$ cat src/rtl/oam_arbiter.sv
// rtl/oam_arbiter.sv - single-port OAM RAM arbiter between the sprite line evaluator and the CPU
// The CPU is starved for at most CPU_MAX_WAIT refused cycles while line_active gives the evaluator priority.
module oam_arbiter #(
    parameter int OAM_ADDR_SIZE = 6,
    parameter int CPU_MAX_WAIT  = 8
) (
    input  logic                     clk,
    input  logic                     reset,
    input  logic                     line_active,
    input  logic                     eval_req,
    input  logic [OAM_ADDR_SIZE-1:0] eval_addr,
    output logic                     eval_gnt,
    output logic                     eval_valid,
    output logic [31:0]              eval_data,
    input  logic                     cpu_req,
    input  logic                     cpu_we,
    input  logic [OAM_ADDR_SIZE-1:0] cpu_addr,
    input  logic [31:0]              cpu_wdata,
    output logic                     cpu_ack,
    output logic [31:0]              cpu_rdata,
    output logic [OAM_ADDR_SIZE-1:0] mem_addr,
    output logic                     mem_we,
    output logic [31:0]              mem_wdata,
    input  logic [31:0]              mem_rdata
);

    localparam int WW = $clog2(CPU_MAX_WAIT + 1) < 1 ? 1 : $clog2(CPU_MAX_WAIT + 1);
    localparam logic [WW-1:0] WAIT_MAX = WW'(CPU_MAX_WAIT);

    typedef enum logic [1:0] {
        IDLE = 2'd0,
        EVAL = 2'd1,
        CPU  = 2'd2
    } state_t;

    state_t                   state_q, state_d;
    logic [WW-1:0]            wait_q, wait_d;
    logic [OAM_ADDR_SIZE-1:0] mem_addr_q, mem_addr_d;
    logic                     cpu_rd_q, cpu_rd_d;
    logic                     cpu_elig;
    logic                     gnt_eval;
    logic                     gnt_cpu;

    // A held CPU request is not eligible in its own ack cycle, preventing a duplicate access.
    always_comb begin
        cpu_elig = cpu_req && (state_q != CPU);
        gnt_eval = 1'b0;
        gnt_cpu  = 1'b0;
        if (!reset) begin
            if (eval_req && cpu_elig) begin
                if (line_active && (wait_q != WAIT_MAX)) begin
                    gnt_eval = 1'b1;
                end else begin
                    gnt_cpu = 1'b1;
                end
            end else if (eval_req) begin
                gnt_eval = 1'b1;
            end else if (cpu_elig) begin
                gnt_cpu = 1'b1;
            end
        end
    end

    always_comb begin
        state_d    = IDLE;
        wait_d     = wait_q;
        cpu_rd_d   = cpu_rd_q;
        mem_addr_d = mem_addr_q;
        mem_we     = 1'b0;
        mem_wdata  = cpu_wdata;

        if (gnt_eval) begin
            state_d    = EVAL;
            mem_addr_d = eval_addr;
        end else if (gnt_cpu) begin
            state_d    = CPU;
            mem_addr_d = cpu_addr;
            mem_we     = cpu_we;
            cpu_rd_d   = !cpu_we;
        end

        if (!cpu_req || gnt_cpu) begin
            wait_d = '0;
        end else if (cpu_elig && (wait_q != WAIT_MAX)) begin
            wait_d = wait_q + 1'b1;
        end

        mem_addr   = mem_addr_d;
        eval_gnt   = gnt_eval;
        eval_valid = (state_q == EVAL);
        cpu_ack    = (state_q == CPU);
        eval_data  = eval_valid ? mem_rdata : 32'd0;
        cpu_rdata  = (cpu_ack && cpu_rd_q) ? mem_rdata : 32'd0;
    end

    always_ff @(posedge clk or posedge reset) begin
        if (reset) begin
            state_q    <= IDLE;
            wait_q     <= '0;
            mem_addr_q <= '0;
            cpu_rd_q   <= 1'b0;
        end else begin
            state_q    <= state_d;
            wait_q     <= wait_d;
            mem_addr_q <= mem_addr_d;
            cpu_rd_q   <= cpu_rd_d;
        end
    end

endmodule
$ cat config.mk
export PLATFORM = sky130hd
export DESIGN_NAME = oam_arbiter
export DESIGN_NICKNAME = d
export VERILOG_FILES = /design/src/rtl/oam_arbiter.sv
export SDC_FILE = /design/constraint.sdc
export NUM_CORES = 1
export LEC_CHECK = 0
export ABC_AREA = 1
export BUFFER_PORTS_ARGS = -buffer_cell sky130_fd_sc_hd__clkbuf_2
export CORE_MARGIN = 4
export CORE_UTILIZATION = 34
export CTS_CLUSTER_DIAMETER = 150
export DETAILED_ROUTE_END_ITERATION = 8
export PLACE_DENSITY_LB_ADDON = 0.3
export SYNTH_ARGS = -nofsm -noshare
export SYNTH_HDL_FRONTEND = slang
export SYNTH_SLANG_ARGS = --single-unit
$ cat constraint.sdc
create_clock -name clk -period 3.8 [get_ports clk]
set_input_delay 0.76 -clock clk [delete_from_list [all_inputs] [get_ports clk]]
set_output_delay 0.76 -clock clk [all_outputs]
set_load 0.05 [all_outputs]
==> impl_metrics.tcl, run 1 <==
set metrics [dict create \
    slew_headroom_pct 30.96 \
    synth-adder-area-share_pct 1.747 \
    fp.coreArea_um2 4029 \
    dieHeight_um 72.91 \
    start_kind "flip-flop" \
    r2r_setup_slack_ns 2.39 \
    die_w_um 72.91 \
    crit_path_frequent_cell "inv_1" \
    synth_xor_area_share_pct 1.223 \
    tightest_slew_ns 1.033 \
    worstSetupPathType "flip-flop to output port" \
    crit_chain "inv_1 -> nand2_2 -> inv_1 -> nand2_1 -> nor2_1 -> clkbuf_2" \
    cts.sinks 13 \
    yosys_warnings 0 \
    cp_slowest_stage_delay_ns 0.57 \
    cts_buffers 3 \
    place_congestion 0.7668 \
    holdWs_ns 0.5008 \
    power_density_nw_per_um2 314.6 \
    vias 1540 \
    n_antenna_cell 0 \
    drive_above_1_share_pct 43.34 \
    cts_root_buf "clkbuf_8" \
    switching_share_pct 48.73 \
    finalClockSkew_ns 0.001560 \
    grt_setup_unrepaired "false" \
    die_area_um2 5316 \
    power.share.clock_pct 21.3 \
    post-dp-hpwl_um 4143 \
    grt-ovfl-total 0 \
    syn_area_um2 1433 \
    ios 188 \
    power_frac_seq_pct 27.7 \
    area_growth_pct 31.62 \
    synth.avg_cell_area_um2 6.122 \
    cts.reportedPaths.clkPinSlew_ns 0.06 \
    p_switching_w 0.0002890 \
    crit_path_max_fanout 32 \
    detail_route.drc_violations 0 \
    vias_per_cell 4.129 \
    peakVddDrop_mv 0.2132 \
    crit_path_top_delay_cell "nand2_1" \
    grt_pass1_vias 1419 \
    max_freq_mhz 346.9 \
    max_cap_viol_count 0 \
    grt_pass1_wl_um 6630 \
    synth_cells 234 \
    final_max_slew_viol_count 0 \
    required_ns 3.04 \
    row_count 23 \
    synth-seq-cells 13 \
    antenna_left 0 \
    min_period_over_period_pct 75.86 \
    cp.arrival_ns 2.12 \
    cts_resized 0 \
    combPwrFrac_pct 51.0 \
    wl_um 4760 \
    finalSetupTns_ns 0 \
    synth_nets 318 \
    nets 408 \
    dr.pass1.iters 4 \
    max-clock-path-buffers 2 \
    seq_area_frac_synth_pct 22.71 \
    p_int_w 0.0003042 \
    postCtsHoldBufs 0 \
    place.port_buffers 123 \
    synth_mux_area_share_pct 0 \
    grt_max_degree 33 \
    setup_viol 0 \
    cts_tree "done" \
    antenna_found_initial 0 \
    yosysUniqueCellTypes 19 \
    status "complete, no violations" \
    post_cts_buffers 0 \
    synth-simple-area-share_pct 39.48 \
    initial_utilization_pct 35.56 \
    period_needed_ns 2.883 \
    dr.first_iter.drc_count 26 \
    wire_per_inst_um 12.76 \
    synth_compound_area_share_pct 1.135 \
    htreeDepth 1 \
    crit_path_end_kind "output port" \
    hp-class "flip-flop to flip-flop" \
    clk_latency_ns 0.25 \
    grt_usage_pct 16.01 \
    hold_violations 0 \
    synth_top_family_by_area "simple AND/OR/NAND/NOR gates" \
    leakage_nw 1.337 \
]
==> per-layer routing <==
layer,wire [um],global-route usage (%)
met2,2156,25.75
met3,871,11.29
met5,0,0
met4,44,5.328
met1,1687,16.44
==> sequential cells by signal (all words and copies together) (netlist names) <==
| signal | count |
|---|---|
| mem_addr_q | 6 |
| wait_q | 4 |
| state_q | 2 |
| cpu_rd_q | 1 |
==> synthesized netlist by cell type <==
cell,count,share of area (%)
a21oi_2,1,0.61
buf_2,6,2.1
nor2_8,1,1.4
ha_1,2,1.7
nand3_4,2,2.4
xor2_1,2,1.2
inv_1,54,14
inv_2,1,0.26
buf_4,32,17
inv_4,1,0.44
o21bai_1,1,0.52
nand3_1,15,5.2
nor2_2,2,0.87
nor2_1,71,19
nand2_2,2,0.87
nand2_4,3,2.4
dfrtp_1,13,23
nand2_8,1,1.4
nand2_1,24,6.3
==> per-stage QoR <==
stage          cell area (um^2)  std cells  total power (W)  setup slack, ns  utilization, %
2_1_floorplan              1433        234        0.0004828           0.9040               -
6_report                   1886        373        0.0005932           0.9172           46.80
3_3_place_gp               1841        369        0.0004686            1.171           45.68
3_5_place_dp               1841        369        0.0004710            1.157           45.68
4_1_cts                    1886        373        0.0005991           0.8905           46.80
5_1_grt                    1886        373        0.0006278           0.7468           46.80
==> worst paths after layout <==
path                                  startpoint                       to  cells after the start
max in group asynchronous                  reset  mem_addr_q[1]$_DFF_PP0_                      2
max                         state_q[0]$_DFF_PP0_            cpu_rdata[23]                      6
min reg2reg                 cpu_rd_q$_DFFE_PP0P_     cpu_rd_q$_DFFE_PP0P_                      2
min                         cpu_rd_q$_DFFE_PP0P_     cpu_rd_q$_DFFE_PP0P_                      2
max reg2reg                wait_q[0]$_DFFE_PP0P_  mem_addr_q[1]$_DFF_PP0_                      8
min in group asynchronous                  reset  mem_addr_q[0]$_DFF_PP0_                      2
==> cell type report <==
cell class	instances	area, um^2
Multi-Input combinational cell	127	624.3
Tap cell	50	62.56
Timing Repair Buffer	123	615.6
Clock buffer	4	45.04
Sequential cell	13	325.3
Inverter	56	212.7
Fill cell	439	2143
==> worst max-delay path, delay by kind of cell, from the launching register on <==
family / cells / cell delay [ns]
and+or+nand+nor: 3 / 1.03
DFF: 1 / 0.35
buffers and inverters: 3 / 0.49
==> kinds of logic (layout without fill, tap and decap cells) <==
kind of cell	count (synthesis)	after routing
flip-flops	13	13
AO/OA/AOI/OAI	2	2
AND/OR/NAND/NOR	121	121
XOR/XNOR	2	2
adder cells (fa/ha/maj)	2	2
buffers and inverters	94	183
==> power by group through the flow <==
stage	clock network, W	registers (W)	logic [W]
2_1_floorplan	0	0.000165	0.000318
3_3_place_gp	0	0.000167	0.000302
3_5_place_dp	0	0.000167	0.000304
4_1_cts	0.000130	0.000164	0.000305
5_1_grt	0.000136	0.000166	0.000326
6_report	0.000126	0.000164	0.000303
==> layout by cell type, fill, tap and decap left out, drive strengths merged <==
cell	n
xor2	2
nand2	30
inv	56
dfrtp	13
o21bai	1
nor2	74
clkbuf	127
ha	2
nand3	17
a21oi	1
No activity file was read; power rests on OpenSTA's default activity.
==> run 2: changes to the inputs <==
CORE_UTILIZATION = 32   (was 34)
clock period = 2.9 ns   (was 3.8 ns; I/O delays follow)
==> impl_metrics.tcl, run 2 (synthesized netlist as in run 1, its figures left out) <==
set metrics [dict create \
    finalSetupTns_ns 0 \
    start_kind "flip-flop" \
    placed_cell_area_um2 1858 \
    dieHeight_um 74.91 \
    cts_root_buf "clkbuf_8" \
    postCtsHoldBufs 0 \
    layout_commonest_cell "clkbuf_2" \
    leakage_nw 1.345 \
    grt_usage_pct 13.97 \
    crit_path_end_kind "output port" \
    grt_setup_unrepaired "false" \
    finalClockSkew_ns 0.0008824 \
    hold_violations 0 \
    cts_buffers 3 \
    slew_headroom_pct 67.05 \
    tightest_slew_ns 0.4938 \
    dr.first_iter.drc_count 24 \
    power_density_nw_per_um2 404.3 \
    pre_cts_ws_ns 0.7522 \
    period_needed_ns 2.362 \
    design_area_um2 1903 \
    grt_pass1_vias 1248 \
    htreeDepth 1 \
    worstSetupPathType "flip-flop to output port" \
    crit_path_max_fanout 8 \
    crit_chain "inv_1 -> ha_1 -> nand3_4 -> nand2_1 -> nand2_2 -> nand2_4 -> inv_4 -> nand2_1 -> nand2_1 -> clkbuf_2" \
    min_period_over_period_pct 81.44 \
    largest_reg_flops 6 \
    hp-class "primary input to async pin" \
    cts_resized 0 \
    final_cell_mix "clkbuf_2 (123), nor2_1 (71), inv_1 (54)" \
    crit_path_frequent_cell "nand2_1" \
    die_area_um2 5612 \
    cts.reportedPaths.clkPinSlew_ns 0.05 \
    regMostFlops "mem_addr_q" \
    required_ns 2.32 \
    cts.sinks 13 \
    vias 1545 \
    place_congestion 0.7970 \
    post_cts_buffers 0 \
    cp_top_family "simple AND/OR/NAND/NOR gates" \
    area_growth_pct 32.84 \
    peakVddDrop_mv 0.2529 \
    fp.coreArea_um2 4354 \
    grt_max_degree 33 \
    wl_um 4482 \
    drive_above_1_share_pct 43.69 \
    worst-path-buf-inv 3 \
    grt_pass1_wl_um 6099 \
    top_regs "mem_addr_q: 6 flops, wait_q: 4 flops, state_q: 2 flops" \
    antenna_found_initial 0 \
    final_max_slew_viol_count 0 \
    ios 188 \
    place.port_buffers 123 \
    max_freq_mhz 423.4 \
    detail_route.drc_violations 0 \
    n_antenna_cell 0 \
    cts_tree "done" \
    antenna_left 0 \
    max-clock-path-buffers 2 \
    cp.arrival_ns 1.78 \
    cp_slowest_stage_delay_ns 0.40 \
    setup_viol 0 \
    crit_path_top_delay_cell "dfrtp_1" \
    fin_ws_ns 0.5382 \
    nets 410 \
    wire_per_inst_um 11.89 \
    initial_utilization_pct 32.90 \
    max_cap_viol_count 0 \
    holdWs_ns 0.4291 \
    row_count 24 \
    status "complete, no violations" \
    die_w_um 74.91 \
    grt-ovfl-total 0 \
    vias_per_cell 4.098 \
    clk_latency_ns 0.24 \
    post-dp-hpwl_um 4007 \
    final_util_pct 43.71 \
    nFillCells 472 \
    dr.pass1.iters 4 \
]
[run 2: cell types whose count changed in the layout (fill, tap and decap cells not counted), sizes merged]
cell / delta
buf: +2
[run 2: final timing paths]
kind                                            start                      end  slack [ns]  depth (start not counted)
worst max-delay path            wait_q[0]$_DFFE_PP0P_              mem_addr[0]        0.54                         10
worst min-delay path                            reset  mem_addr_q[1]$_DFF_PP0_        0.43                          2
worst max register to register  wait_q[0]$_DFFE_PP0P_  mem_addr_q[5]$_DFF_PP0_        1.51                          8
worst min register to register   cpu_rd_q$_DFFE_PP0P_     cpu_rd_q$_DFFE_PP0P_        0.50                          2
max in group asynchronous                       reset     state_q[0]$_DFF_PP0_        2.14                          2
min in group clk                 cpu_rd_q$_DFFE_PP0P_     cpu_rd_q$_DFFE_PP0P_        0.50                          2
[run 2: layout make-up]
class	count	area [um^2]	area share, %
well taps	52	65.06	3.419
multi-input cells	127	624.3	32.81
clock buffers	4	45.04	2.367
flip-flops and latches	13	325.3	17.09
inverters	56	212.7	11.18
repair buffers	125	630.6	33.14
[run 2: power by group]
part | internal (W) | switching [W]
sequential | 0.000205 | 0.00000972
clock | 0.0000969 | 0.0000611
combinational | 0.0000976 | 0.000299
total | 0.000399 | 0.000370
[run 2: per-layer routing]
metal	wire, um	track usage, %
met3	764	7.610
met4	28	2.964
met5	0	0
met2	2135	23.50
met1	1553	15.58
[run 2: metrics by stage]
step                instances  total power (W)
global placement          373        0.0006162
global route              377        0.0008216
floorplan                 234        0.0006326
detailed placement        373        0.0006181
CTS                       377        0.0007819
finish                    377        0.0007694
==> run 3: changes to the inputs <==
clock period = 2.2 ns   (was 2.9 ns; I/O delays follow)
==> impl_metrics.tcl, run 3 (synthesized netlist as in run 1, its figures left out) <==
set metrics [dict create \
    status "complete, no violations" \
    postCtsHoldBufs 0 \
    grt_pass1_vias 1269 \
    dr.pass1.iters 6 \
    n_antenna_cell 0 \
    die_area_um2 5612 \
    regMostFlops "mem_addr_q" \
    leakage_nw 1.431 \
    start_kind "flip-flop" \
    grt_setup_unrepaired "true" \
    crit_start "wait_q[1]$_DFFE_PP0P_" \
    nets 417 \
    place_congestion 0.7744 \
    grt_usage_pct 14.61 \
    cts.reportedPaths.clkPinSlew_ns 0.06 \
    hold_violations 0 \
    grt_pass1_wl_um 6154 \
    ios 188 \
    max_cap_viol_count 0 \
    area_growth_pct 50.13 \
    p_total_w 0.001110 \
    drive_above_1_share_pct 50.90 \
    r2r_setup_slack_ns 0.73 \
    final_max_slew_viol_count 0 \
    max-clock-path-buffers 2 \
    finalSetupTns_ns 0 \
    antenna_left 0 \
    final_util_pct 49.40 \
    slew_headroom_pct 65.35 \
    wl_um 4862 \
    power_density_nw_per_um2 516.2 \
    layout_commonest_cell "clkbuf_2" \
    period_needed_ns 2.097 \
    die_w_um 74.91 \
    dieHeight_um 74.91 \
    required_ns 1.76 \
    cts_tree "done" \
    cp.arrival_ns 1.66 \
    initial_utilization_pct 32.90 \
    top_regs "mem_addr_q: 6 flops, wait_q: 4 flops, state_q: 2 flops" \
    r2r_start "wait_q[1]$_DFFE_PP0P_" \
    cts.sinks 13 \
    setup_viol 0 \
    htreeDepth 1 \
    min_period_over_period_pct 95.33 \
    hp-class "primary input to async pin" \
    final_cell_mix "clkbuf_2 (90), nor2_1 (58), inv_1 (54)" \
    grt-ovfl-total 0 \
    vias 1560 \
    detail_route.drc_violations 0 \
    place.port_buffers 123 \
    tightest_slew_ns 0.5191 \
    max_freq_mhz 476.8 \
    post-place-cells 373 \
    finalClockSkew_ns 0.008171 \
    crit_path_end_kind "output port" \
    wire_per_inst_um 12.66 \
    clk_latency_ns 0.24 \
    fin_cells 384 \
    row_count 24 \
    peakVddDrop_mv 0.3623 \
    fp.coreArea_um2 4354 \
    grt_max_degree 33 \
    worstSetupPathType "flip-flop to output port" \
    crit_path_max_fanout 9 \
    post-dp-hpwl_um 4179 \
    largest_reg_flops 6 \
    dr.first_iter.drc_count 28 \
    nFillCells 445 \
    vias_per_cell 4.063 \
    cts_root_buf "clkbuf_8" \
    cts_buffers 3 \
    antenna_found_initial 0 \
]
run 3: cell count changes in the layout (fill, tap and decap cells not counted), moves of 3 or more:
cell / delta
buf_12: +5
buf_2: +14
buf_4: +7
buf_8: +3
clkbuf_2: -33
clkbuf_4: +9
nand2_1: -4
nand2_2: +4
nor2_1: -13
nor2_2: +13
run 3: worst max-delay path, stage by stage, from the launching register on:
cell and delay (ns):
dfrtp_1 0.41, inv_1 0.07, ha_2 0.18, nand3_4 0.09
nand3_4 0.16, nand2_8 0.09, nand2_1 0.09, nand3_2 0.07
nand2_2 0.10, buf_8 0.15
run 3: path summary, 6_finish.rpt:
check | end | cells past startpoint
max reg2reg | mem_addr_q[1]$_DFF_PP0_ | 10
max | mem_addr[1] | 9
min | mem_addr_q[5]$_DFF_PP0_ | 2
min reg2reg | cpu_rd_q$_DFFE_PP0P_ | 2
min in group clk | mem_addr_q[0]$_DFF_PP0_ | 3
max in group asynchronous | mem_addr_q[0]$_DFF_PP0_ | 2
run 3: cell type report:
class | instances | area (um^2) | area share (%)
multi-input combinational | 127 | 679.4 | 31.59
sequential | 13 | 325.3 | 15.13
tap | 52 | 65.06 | 3.025
clock buffer | 4 | 45.04 | 2.094
timing repair buffer | 132 | 823.3 | 38.28
inverter | 56 | 212.7 | 9.889
run 3: what timing repair did:
item                       in CTS  in global routing
pin swaps                       0                  6
setup endpoints to repair       6                 33
setup buffers                   1                  6
cloned                          0                  0
gates resized for setup         7                 51
run 3: metrics by stage:
step / setup WS (ns) / hold slack [ns] / instance area [um^2]
2_1_floorplan: -0.1255 / 0.3170 / 1465
3_3_place_gp: 0.2276 / 0.4869 / 1963
3_5_place_dp: 0.1815 / 0.4856 / 1963
4_1_cts: 0.03898 / 0.3168 / 2037
5_1_grt: -0.01692 / 0.3459 / 2151
6_report: 0.1026 / 0.2959 / 2151
run 3: layer usage:
metal  global-route usage [%]  share of wire, %
met1                    15.60                34
met2                    25.05                49
met3                    8.144                17
met4                    3.557              0.25
met5                        0                 0
run 3: power breakdown:
group / internal [W] / total (W) / switching [W]
Sequential: 0.000270 / 0.000283 / 0.0000127
Combinational: 0.000197 / 0.000616 / 0.000418
Clock: 0.000128 / 0.000212 / 0.0000842
Total: 0.000595 / 0.00111 / 0.000515
